==> config.mk <==
export PLATFORM = sky130hd
export DESIGN_NAME = conv_encode_param
export DESIGN_NICKNAME = d
export VERILOG_FILES = /design/src/rtl/conv_pkg.sv /design/src/rtl/conv_gen_parity.sv /design/src/rtl/conv_encode_param.sv
export SDC_FILE = /design/constraint.sdc
export NUM_CORES = 1
export LEC_CHECK = 0
export ABC_AREA = 1
export CELL_PAD_IN_SITES_DETAIL_PLACEMENT = 0
export CELL_PAD_IN_SITES_GLOBAL_PLACEMENT = 1
export CORE_MARGIN = 2
export CORE_UTILIZATION = 33
export CTS_CLUSTER_SIZE = 30
export DETAILED_ROUTE_END_ITERATION = 10
export GPL_ROUTABILITY_DRIVEN = 0
export GPL_TIMING_DRIVEN = 0
export HOLD_SLACK_MARGIN = 0.02
export MAX_ROUTING_LAYER = met4
export PLACE_DENSITY = 0.76
export SKIP_CTS_REPAIR_TIMING = 1
export SLEW_MARGIN = 10
export SYNTH_ARGS = -nofsm -noshare
export SYNTH_HDL_FRONTEND = slang
export SYNTH_SLANG_ARGS = --single-unit
==> constraint.sdc <==
create_clock -name clk_sig -period 2 [get_ports clk_sig]
set_clock_uncertainty 0.2 [all_clocks]
set_input_delay 0.4 -clock clk_sig [delete_from_list [all_inputs] [get_ports clk_sig]]
set_output_delay 0.4 -clock clk_sig [all_outputs]
set_load 0.01 [all_outputs]
==> src/rtl/conv_pkg.sv <==
// Shared types and defaults for the ConvCode encoder chain.
package conv_pkg;

  typedef enum logic {ST_RUN, ST_TAIL} state_e;

  localparam logic [5:0] DEF_GEN_POLY      = 6'b111_101;
  localparam logic [3:0] DEF_PUNCT_PATTERN = 4'b01_11;

  function automatic logic parity(input logic [63:0] vec);
    return ^vec;
  endfunction

endpackage

==> src/rtl/conv_gen_parity.sv <==
// Combinational generator taps: one XOR tree per output bit over {u, sr}, u in the MSB.
module conv_gen_parity
  import conv_pkg::*;
#(
  parameter int                 K        = 3,
  parameter int                 N_OUT    = 2,
  parameter logic [N_OUT*K-1:0] GEN_POLY = DEF_GEN_POLY
) (
  input  logic             u_i,
  input  logic [K-2:0]     sr_i,
  output logic [N_OUT-1:0] code_o
);

  logic [K-1:0] taps;
  assign taps = {u_i, sr_i};

  for (genvar j = 0; j < N_OUT; j++) begin : g_tree
    assign code_o[j] = parity(64'(GEN_POLY[j*K +: K] & taps));
  end

endmodule

==> src/rtl/conv_encode_param.sv <==
// (N_OUT,1,K) zero-tail conv encoder, 1-cycle latency; output register stalls while out_ready_sig is low.
// Define CONV_PUNCTURE_EN to emit per-phase puncture masks instead of all-ones.
module conv_encode_param
  import conv_pkg::*;
#(
  parameter int                            K             = 3,
  parameter int                            N_OUT         = 2,
  parameter logic [N_OUT*K-1:0]            GEN_POLY      = DEF_GEN_POLY,
  parameter int                            PUNCT_PERIOD  = 2,
  parameter logic [N_OUT*PUNCT_PERIOD-1:0] PUNCT_PATTERN = DEF_PUNCT_PATTERN
) (
  input  logic             clk_sig,
  input  logic             reset_sig,
  input  logic             in_valid_sig,
  output logic             in_ready_sig,
  input  logic             in_bit_sig,
  input  logic             in_last_sig,
  output logic             out_valid_sig,
  input  logic             out_ready_sig,
  output logic [N_OUT-1:0] out_code_sig,
  output logic [N_OUT-1:0] out_mask_sig,
  output logic             out_last_sig,
  output logic             busy_sig
);

  localparam int            TW       = $clog2(K);
  localparam logic [TW-1:0] TAIL_END = TW'(K - 2);

  if (K < 2 || N_OUT < 2 || PUNCT_PERIOD < 1 ||
      $bits(PUNCT_PATTERN) != N_OUT * PUNCT_PERIOD) begin : g_bad_param
    $error("conv_encode_param: illegal parameter set");
  end

  state_e           state_q;
  logic [TW-1:0]    tail_cnt_q;
  logic [K-2:0]     sr_q, sr_d;
  logic             out_valid_q, out_last_q;
  logic [N_OUT-1:0] out_code_q, out_mask_q, code_d, mask_d;
  logic             advance, sym_gen, u, last_d;

  assign advance      = !out_valid_q || out_ready_sig;
  assign in_ready_sig = (state_q == ST_RUN) && advance;
  assign sym_gen      = (state_q == ST_RUN) ? (in_valid_sig && in_ready_sig) : advance;
  assign u            = (state_q == ST_RUN) && in_bit_sig;
  assign last_d       = (state_q == ST_TAIL) && (tail_cnt_q == TAIL_END);

  if (K == 2) begin : g_sr1
    assign sr_d = u;
  end else begin : g_srn
    assign sr_d = {u, sr_q[K-2:1]};
  end

  conv_gen_parity #(
    .K        (K),
    .N_OUT    (N_OUT),
    .GEN_POLY (GEN_POLY)
  ) u_parity (
    .u_i    (u),
    .sr_i   (sr_q),
    .code_o (code_d)
  );

`ifdef CONV_PUNCTURE_EN
  localparam int PW = (PUNCT_PERIOD > 1) ? $clog2(PUNCT_PERIOD) : 1;
  logic [PW-1:0] phase_q, phase_d;

  assign mask_d  = PUNCT_PATTERN[phase_q*N_OUT +: N_OUT];
  // Restart the pattern after the final tail symbol so every frame begins at phase 0.
  assign phase_d = (last_d || phase_q == PW'(PUNCT_PERIOD - 1)) ? '0 : phase_q + PW'(1);

  always_ff @(posedge clk_sig or posedge reset_sig) begin
    if (reset_sig) begin
      phase_q <= '0;
    end else if (sym_gen) begin
      phase_q <= phase_d;
    end
  end
`else
  assign mask_d = '1;
`endif

  always_ff @(posedge clk_sig or posedge reset_sig) begin
    if (reset_sig) begin
      state_q     <= ST_RUN;
      tail_cnt_q  <= '0;
      sr_q        <= '0;
      out_valid_q <= 1'b0;
      out_code_q  <= '0;
      out_mask_q  <= '0;
      out_last_q  <= 1'b0;
    end else if (advance) begin
      // A fully punctured symbol still advances the encoder but is never presented.
      out_valid_q <= sym_gen && (|mask_d);
      out_last_q  <= sym_gen && last_d;
      if (sym_gen) begin
        sr_q       <= sr_d;
        out_code_q <= code_d;
        out_mask_q <= mask_d;
        case (state_q)
          ST_RUN: begin
            if (in_last_sig) begin
              state_q    <= ST_TAIL;
              tail_cnt_q <= '0;
            end
          end
          ST_TAIL: begin
            if (last_d) begin
              state_q    <= ST_RUN;
              tail_cnt_q <= '0;
            end else begin
              tail_cnt_q <= tail_cnt_q + TW'(1);
            end
          end
          default: state_q <= ST_RUN;
        endcase
      end
    end
  end

  assign out_valid_sig = out_valid_q;
  assign out_code_sig  = out_code_q;
  assign out_mask_sig  = out_mask_q;
  assign out_last_sig  = out_last_q;
  assign busy_sig      = (state_q == ST_TAIL) || out_valid_q;

endmodule

==> Word level (Yosys, flattened, before mapping) <==
Index checks and enable logic that the tools add are counted.
W data, S select, Z words.
{ "word_totals": {"reg_bits": 10, "in_bits": 6, "out_inout_bits": 8} }
{ "op_classes": {"n_addsub": 1, "n_eq_ne": 2, "mux": 7, "bitwise": 1, "reduce_logical": 12} }
{ "ops": {"columns": ["cell", "n"], "rows": [
  ["$reduce_xor A64 Y1", 2],
  ["$logic_and A1 B1 Y1", 5],
  ["$mux W2", 2],
  ["$pmux W2 S2", 1],
  ["$mux W1", 3],
  ["$reduce_and A3 Y1", 1],
  ["$add A2 B1 Y2 const B", 1],
  ["$eq A2 B1 Y1 const B", 1],
  ["$logic_or A1 B1 Y1", 2],
  ["$ne A2 B2 Y1 const B", 1],
  ["$pmux W1 S2", 1],
  ["$reduce_and A2 Y1", 1],
  ["$logic_not A1 Y1", 1],
  ["$not A1 Y1", 1]
]} }

==> Longest topological paths before layout <==
Gate-level depths: netlist of the first run.
{ "depth": {"word_depth": 6, "mapped_depth": 7, "ltp_nobuf": 7} }

==> Cells and area by module <==
From an unflattened synthesis of the first run, not the netlist that was laid out.
{ "unflattened": {"hier_cells": 69, "area_unflattened_um2": 509.2} }
{ "by_module_without_submodules": {"columns": ["mod", "instances", "cells_per_inst", "area_each_um2"], "rows": [
  ["conv_encode_param", 1, 58, 465.4],
  ["conv_gen_parity", 1, 11, 43.8]
]} }

==> Worst setup path before layout of the first run <==
OpenSTA, ideal clock, no wires.
{ "synth_path": {"kind": "register to output", "start": "register out_valid_q (netlist: out_valid_sig)", "end": "output port in_ready_sig", "t_arrival_ns": 0.696, "required_time_ns": 1.400, "setup_slack_ns": 0.704, "path_stages_with_launch": 4, "path_buffers": 0, "cell_sequence": "dfrtp_1 > inv_1 > nor2_1 > nor2_1"} }
{ "synth_via": {"elab_chain_cells": 3} }
{ "synth_rtl": {"columns": ["item", "line", "source"], "rows": [
  ["start, declared", "conv_encode_param.sv:37", "logic out_valid_q, out_last_q;"],
  ["start signal, assigned", "conv_encode_param.sv:93", "out_valid_q <= sym_gen && (|mask_d);"],
  ["$logic_not A1 Y1", "conv_encode_param.sv:41", "assign advance = !out_valid_q || out_ready_sig;"],
  ["$logic_or A1 B1 Y1", "conv_encode_param.sv:41", null],
  ["$logic_and A1 B1 Y1", "conv_encode_param.sv:42", "assign in_ready_sig = (state_q == ST_RUN) && advance;"],
  ["end, declared", "conv_encode_param.sv:15", "output logic in_ready_sig,"]
]} }
No other way between the ends.

==> Worst setup path in the final report of the first run <==
{ "layout_path": {"start": "register state_q", "end": "output port busy_sig"} }
{ "layout_via": {"elab_chain_cells": 1} }
{ "layout_rtl": {"columns": ["item", "line", "source"], "rows": [
  ["start, declared", "conv_encode_param.sv:34", "state_e state_q;"],
  ["start signal, assigned", "conv_encode_param.sv:84", "state_q <= ST_RUN;"],
  ["start signal, assigned", "conv_encode_param.sv:102", "state_q <= ST_TAIL;"],
  ["start signal, assigned", "conv_encode_param.sv:108", "state_q <= ST_RUN;"],
  ["$logic_or A1 B1 Y1", "conv_encode_param.sv:124", "assign busy_sig = (state_q == ST_TAIL) || out_valid_q;"],
  ["end, declared", "conv_encode_param.sv:23", "output logic busy_sig"]
]} }
No other way between the ends.

==> flow_metrics.env, run 1 <==
export IMPL_vdd_drop_max_uv=611.4
export IMPL_fmax_ghz=0.5350
export IMPL_crit_fanout=3
export IMPL_clock_latency_ns=0.26
export IMPL_cts_sink_count=10
export IMPL_finalSetupTns_ns=0
export IMPL_grt_busiest_layer="met1"
export IMPL_syn_nets=69
export IMPL_drive_gt1_frac=0.1235
export IMPL_status="completed"
export IMPL_worstRegToRegCells=6
export IMPL_reg2reg_slack_ns=0.66
export IMPL_power_uw=831.9
export IMPL_min_period_over_period=0.9346
export IMPL_grt_pass1_vias=404
export IMPL_nNetsFinal=89
export IMPL_n_antenna_cell=0
export IMPL_dp_slack_ns=-0.1559
export IMPL_fin_crit_ns=1.869
export IMPL_grt_overflow=0
export IMPL_synth_cell_types=12
export IMPL_syn_to_final_growth_pct=39.02
export IMPL_postLayoutCellArea_um2=673.1
export IMPL_ant_nets=0
export IMPL_core_mm2=0.001334
export IMPL_final_common_cell="nand2_1"
export IMPL_hold_path_class="in2async"
export IMPL_ys_seq_elements=10
export IMPL_syn_area_um2=484.2
export IMPL_finalSetupViolations=0
export IMPL_grt_pass1_wl_um=1697
export IMPL_p_per_area_mw_per_mm2=1236
export IMPL_multi_input_area_um2=185.2
export IMPL_p_leak_uw=0.0003670
export IMPL_drt_total_wl_um=874
export IMPL_slew_headroom=0.7449
export IMPL_place_area_um2=633.1
export IMPL_slew_viol_final=0
export IMPL_dr_pass1_iters=4
export IMPL_hold_ws_ns=0.2101
export IMPL_wl_per_cell_um=9.104
export IMPL_final_cell_mix="nand2_1, clkdlybuf4s50_1, dfrtp_1"
export IMPL_critical_path_required_ns=1.40
export IMPL_n_fill_cell=147
export IMPL_final_hold_viol_count=0
export IMPL_yosysSeqAreaShare=0.5168
export IMPL_cts_tree="done"
export IMPL_grt_util_all_layers=0.1333
export IMPL_tightest_slew_ns=0.3823
export IMPL_grt_util_met1=0.1833
export IMPL_grt_start_max_net_pins=11
export IMPL_vias_per_cell=4.313
export IMPL_die_w_um=42.31
export IMPL_yosysWarnings=0
export IMPL_postSynthCellCount=63
export IMPL_grtUsageMet3=0.03879
export IMPL_cp_end_kind="primary output"
export IMPL_cts_buffers=3
export IMPL_max_cap_violations=0
export IMPL_crit_type="reg2out"
export IMPL_rsz0062_at_grt="no"
export IMPL_place_hpwl_um=674.2
export IMPL_setup_worst_path_start_class="flop"
export IMPL_via_count=414
export IMPL_use_met2=0.1631
export IMPL_root_buffer="clkbuf_4"
export IMPL_initial_core_util=0.3630
export IMPL_clk_pin_slew_worst_paths_ns=0.06
export IMPL_syn_avg_cell_area_um2=7.686
export IMPL_htreeDepth=1
export IMPL_die_h_um=42.31
export IMPL_antenna_found_initial=0
export IMPL_cts_buffer_depth=2
export IMPL_drt_iter0_drc=3
export IMPL_rows=13
export IMPL_port_buffers=13
export IMPL_cp_arrival_ns=1.27
export IMPL_seq_area_um2=250.2
export IMPL_worst_slack_ns=0.1307
export IMPL_dieArea_mm2=0.001790
export IMPL_io_pins=14
export IMPL_route_detailed_drc=0
[synthesized netlist by cell type]
master / instances / area [µm²]
nand2_1: 25 / 93.84
dfrtp_1: 10 / 250.2
inv_1: 9 / 33.78
nand3_1: 4 / 20.02
nor2_1: 4 / 15.01
o21ai_0: 3 / 15.01
inv_2: 2 / 7.510
nand2_4: 2 / 22.52
buf_4: 1 / 7.510
nor3_1: 1 / 5.000
o21a_1: 1 / 7.510
or2_1: 1 / 6.260
[where the power goes]
part | leakage [µW] | switching, µW | internal, µW | total (µW)
clock | 0.0000138 | 64.4 | 69.4 | 134
sequential | 0.000123 | 42.0 | 268 | 310
combinational | 0.000230 | 205 | 183 | 388
[routing by layer]
| layer | routed length [µm] | vias to the layer above | part of all wire |
|---|---|---|---|
| met5 | 0 | - | 0 |
| met2 | 351 | 13 | 0.40 |
| met1 | 459 | 171 | 0.53 |
| li1 | - | 230 | - |
| met4 | 0 | 0 | 0 |
| met3 | 63 | 0 | 0.072 |
[metrics by stage]
step,utilization,cells
floorplan,-,63
global placement,0.4747,91
detailed placement,0.4747,91
CTS,0.4916,94
global route,0.5047,96
finish,0.5047,96
[flip-flops by register name (all words and copies together), names as in the netlist]
register       cells
out_last_sig       1
sr_q               2
tail_cnt_q         2
out_valid_sig      1
out_code_sig       2
state_q            1
out_mask_sig       1
[worst paths after layout]
check / startpoint / endpoint
max: state_q$_DFFE_PP0P_ / busy_sig
min: reset_sig / tail_cnt_q[1]$_DFFE_PP0P_
max reg2reg: state_q$_DFFE_PP0P_ / out_mask_sig[0]$_DFFE_PP0P_
min reg2reg: out_last_sig$_DFFE_PP0N_ / out_last_sig$_DFFE_PP0N_
max in group asynchronous: reset_sig / sr_q[0]$_DFFE_PP0P_
min in group clk_sig: out_last_sig$_DFFE_PP0N_ / out_last_sig$_DFFE_PP0N_
[logic make-up (layout without fill, tap and decap cells)]
| group | after synthesis | after routing | share of synthesized area |
|---|---|---|---|
| compound gates | 4 | 4 | 0.04651 |
| buf+inv | 12 | 30 | 0.1008 |
| flops | 10 | 10 | 0.5168 |
| simple gates | 37 | 37 | 0.3359 |
[area by class of cell]
type | count | share of cell area
Sequential cell | 10 | 0.3717
Multi-Input combinational cell | 41 | 0.2751
Clock buffer | 3 | 0.03346
Timing Repair Buffer | 15 | 0.2193
Tap cell | 15 | 0.02788
Buffer | 1 | 0.01115
Inverter | 11 | 0.06134
[critical path, cell delays in order, from the launching register on]
cell and delay [ns]:
dfrtp_1 0.37, inv_2 0.06, nand2_1 0.06, clkdlybuf4s50_1 0.52
Note: power is estimated with default switching activity, not from simulation.
==> inputs of run 2 (changes only) <==
- CORE_MARGIN: 2 -> 8
- CTS_BUF_LIST: unset -> sky130_fd_sc_hd__clkbuf_16
==> flow_metrics.env, run 2 (synthesis gave the netlist of run 1 again) <==
export IMPL_drt_total_wl_um=1087
export IMPL_nNetsFinal=87
export IMPL_crit_fanout=6
export IMPL_internal_power_uw=687.8
export IMPL_tightest_slew_ns=0.3951
export IMPL_clock_latency_ns=0.24
export IMPL_hold_path_class="in2async"
export IMPL_critPathTopFamily="buffers and inverters"
export IMPL_syn_to_final_growth_pct=47.03
export IMPL_cp_end_kind="primary output"
export IMPL_io_pins=14
export IMPL_cts_tree="done"
export IMPL_multi_input_area_um2=185.2
export IMPL_finalSetupViolations=0
export IMPL_crit_path_top_delay_cell="clkdlybuf4s50_1"
export IMPL_status="completed"
export IMPL_power_frac_clock=0.339
export IMPL_clk_pin_slew_worst_paths_ns=0.04
export IMPL_via_count=426
export IMPL_max_cap_violations=0
export IMPL_dr_pass1_iters=4
export IMPL_power_switching_uw=345.2
export IMPL_route_detailed_drc=0
export IMPL_fin_crit_ns=1.941
export IMPL_worst_path_largest_cell_delay_ns=0.53
export IMPL_antenna_found_initial=0
export IMPL_grt_pass1_wl_um=1738
export IMPL_die_w_um=54.31
export IMPL_slew_viol_final=0
export IMPL_seq_area_um2=250.2
export IMPL_vias_per_cell=4.484
export IMPL_fmax_ghz=0.5153
export IMPL_ant_nets=0
export IMPL_final_common_cell="nand2_1"
export IMPL_grt_overflow=0
export IMPL_grt_util_all_layers=0.08870
export IMPL_grt_pass1_vias=398
export IMPL_cts_buffer_depth=2
export IMPL_cp_arrival_ns=1.34
export IMPL_hold_ws_ns=0.2461
export IMPL_cts_buffers=3
export IMPL_power_switching_fraction=0.3342
export IMPL_core_mm2=0.001436
export IMPL_cts_sink_count=10
export IMPL_crit_type="reg2out"
export IMPL_drive_gt1_frac=0.1013
export IMPL_power_uw=1033
export IMPL_path_buf_inv=2
export IMPL_initial_core_util=0.3371
export IMPL_rsz0062_at_grt="no"
export IMPL_dieArea_mm2=0.002949
export IMPL_rows=14
export IMPL_min_period_over_period=0.9703
export IMPL_final_cell_mix="nand2_1, clkdlybuf4s50_1, dfrtp_1"
export IMPL_place_hpwl_um=813.2
export IMPL_n_antenna_cell=0
export IMPL_fin_util=0.4956
export IMPL_drt_iter0_drc=3
export IMPL_power_frac_seq=0.310
export IMPL_p_leak_uw=0.0003805
export IMPL_reg2reg_slack_ns=0.70
export IMPL_n_fill_cell=144
export IMPL_vdd_drop_max_uv=743.1
export IMPL_die_h_um=54.31
export IMPL_p_per_area_mw_per_mm2=1451
export IMPL_root_buffer="clkbuf_16"
export IMPL_htreeDepth=1
export IMPL_slew_headroom=0.7363
export IMPL_critical_path_required_ns=1.40
export IMPL_combPwrFrac=0.351
export IMPL_port_buffers=13
export IMPL_wl_per_cell_um=11.44
export IMPL_setup_worst_path_start_class="flop"
export IMPL_path_cells="inv_2, nand2_1, clkdlybuf4s50_1"
export IMPL_final_hold_viol_count=0
export IMPL_grt_start_max_net_pins=11
==> run 2: changes by cell type in the layout (fill, tap and decap cells not counted) <==
cell | before | now
clkbuf_16 | 0 | 3
buf_4 | 3 | 1
clkbuf_4 | 3 | 0
==> run 2: layer usage <==
layer  vias to the layer above  GRT usage  routed length, µm
met3                         5    0.04076                 79
met5                         -          -                  0
met1                       190    0.08991                472
met2                        10     0.1279                494
li1                        221          -                  -
met4                         0    0.07377                 41
==> run 2: path summary, 6_finish.rpt <==
kind	startpoint	depth (start not counted)	endpoint
min in group clk_sig	out_code_sig[0]$_DFFE_PP0P_	2	out_code_sig[0]$_DFFE_PP0P_
max reg2reg	state_q$_DFFE_PP0P_	5	out_mask_sig[0]$_DFFE_PP0P_
min reg2reg	out_code_sig[0]$_DFFE_PP0P_	2	out_code_sig[0]$_DFFE_PP0P_
max	state_q$_DFFE_PP0P_	3	busy_sig
min	reset_sig	2	state_q$_DFFE_PP0P_
max in group asynchronous	reset_sig	2	sr_q[0]$_DFFE_PP0P_
==> run 2: area by class of cell <==
type,instances,area share
sequential,10,0.3515
multi-input combinational,41,0.2601
tap,16,0.02812
timing repair buffer,13,0.1863
inverter,11,0.05800
buffer,1,0.01054
clock buffer,3,0.1054
==> run 2: per-stage QoR <==
step,setup WS (ns),TNS (ns),area (µm²),cells
floorplan,0.7045,0,484.2,63
global placement,-0.1598,-0.1598,634.4,92
detailed placement,-0.1797,-0.1797,634.4,92
CTS,-0.1800,-0.1800,709.4,95
global route,0.01287,0,711.9,95
finish,0.05935,0,711.9,95
==> run 2: worst reg2reg max path, delay by kind of cell (launching register included) <==
family,cells,cell delay (ns)
flops,1,0.41
simple gates,3,0.37
buf+inv,2,0.21
==> run 2: power groups by stage <==
stage	sequential, µW	clock [µW]	combinational, µW
2_1_floorplan	328	0	206
3_3_place_gp	319	0	361
3_5_place_dp	321	0	369
4_1_cts	319	360	374
5_1_grt	330	373	402
6_report	320	350	362
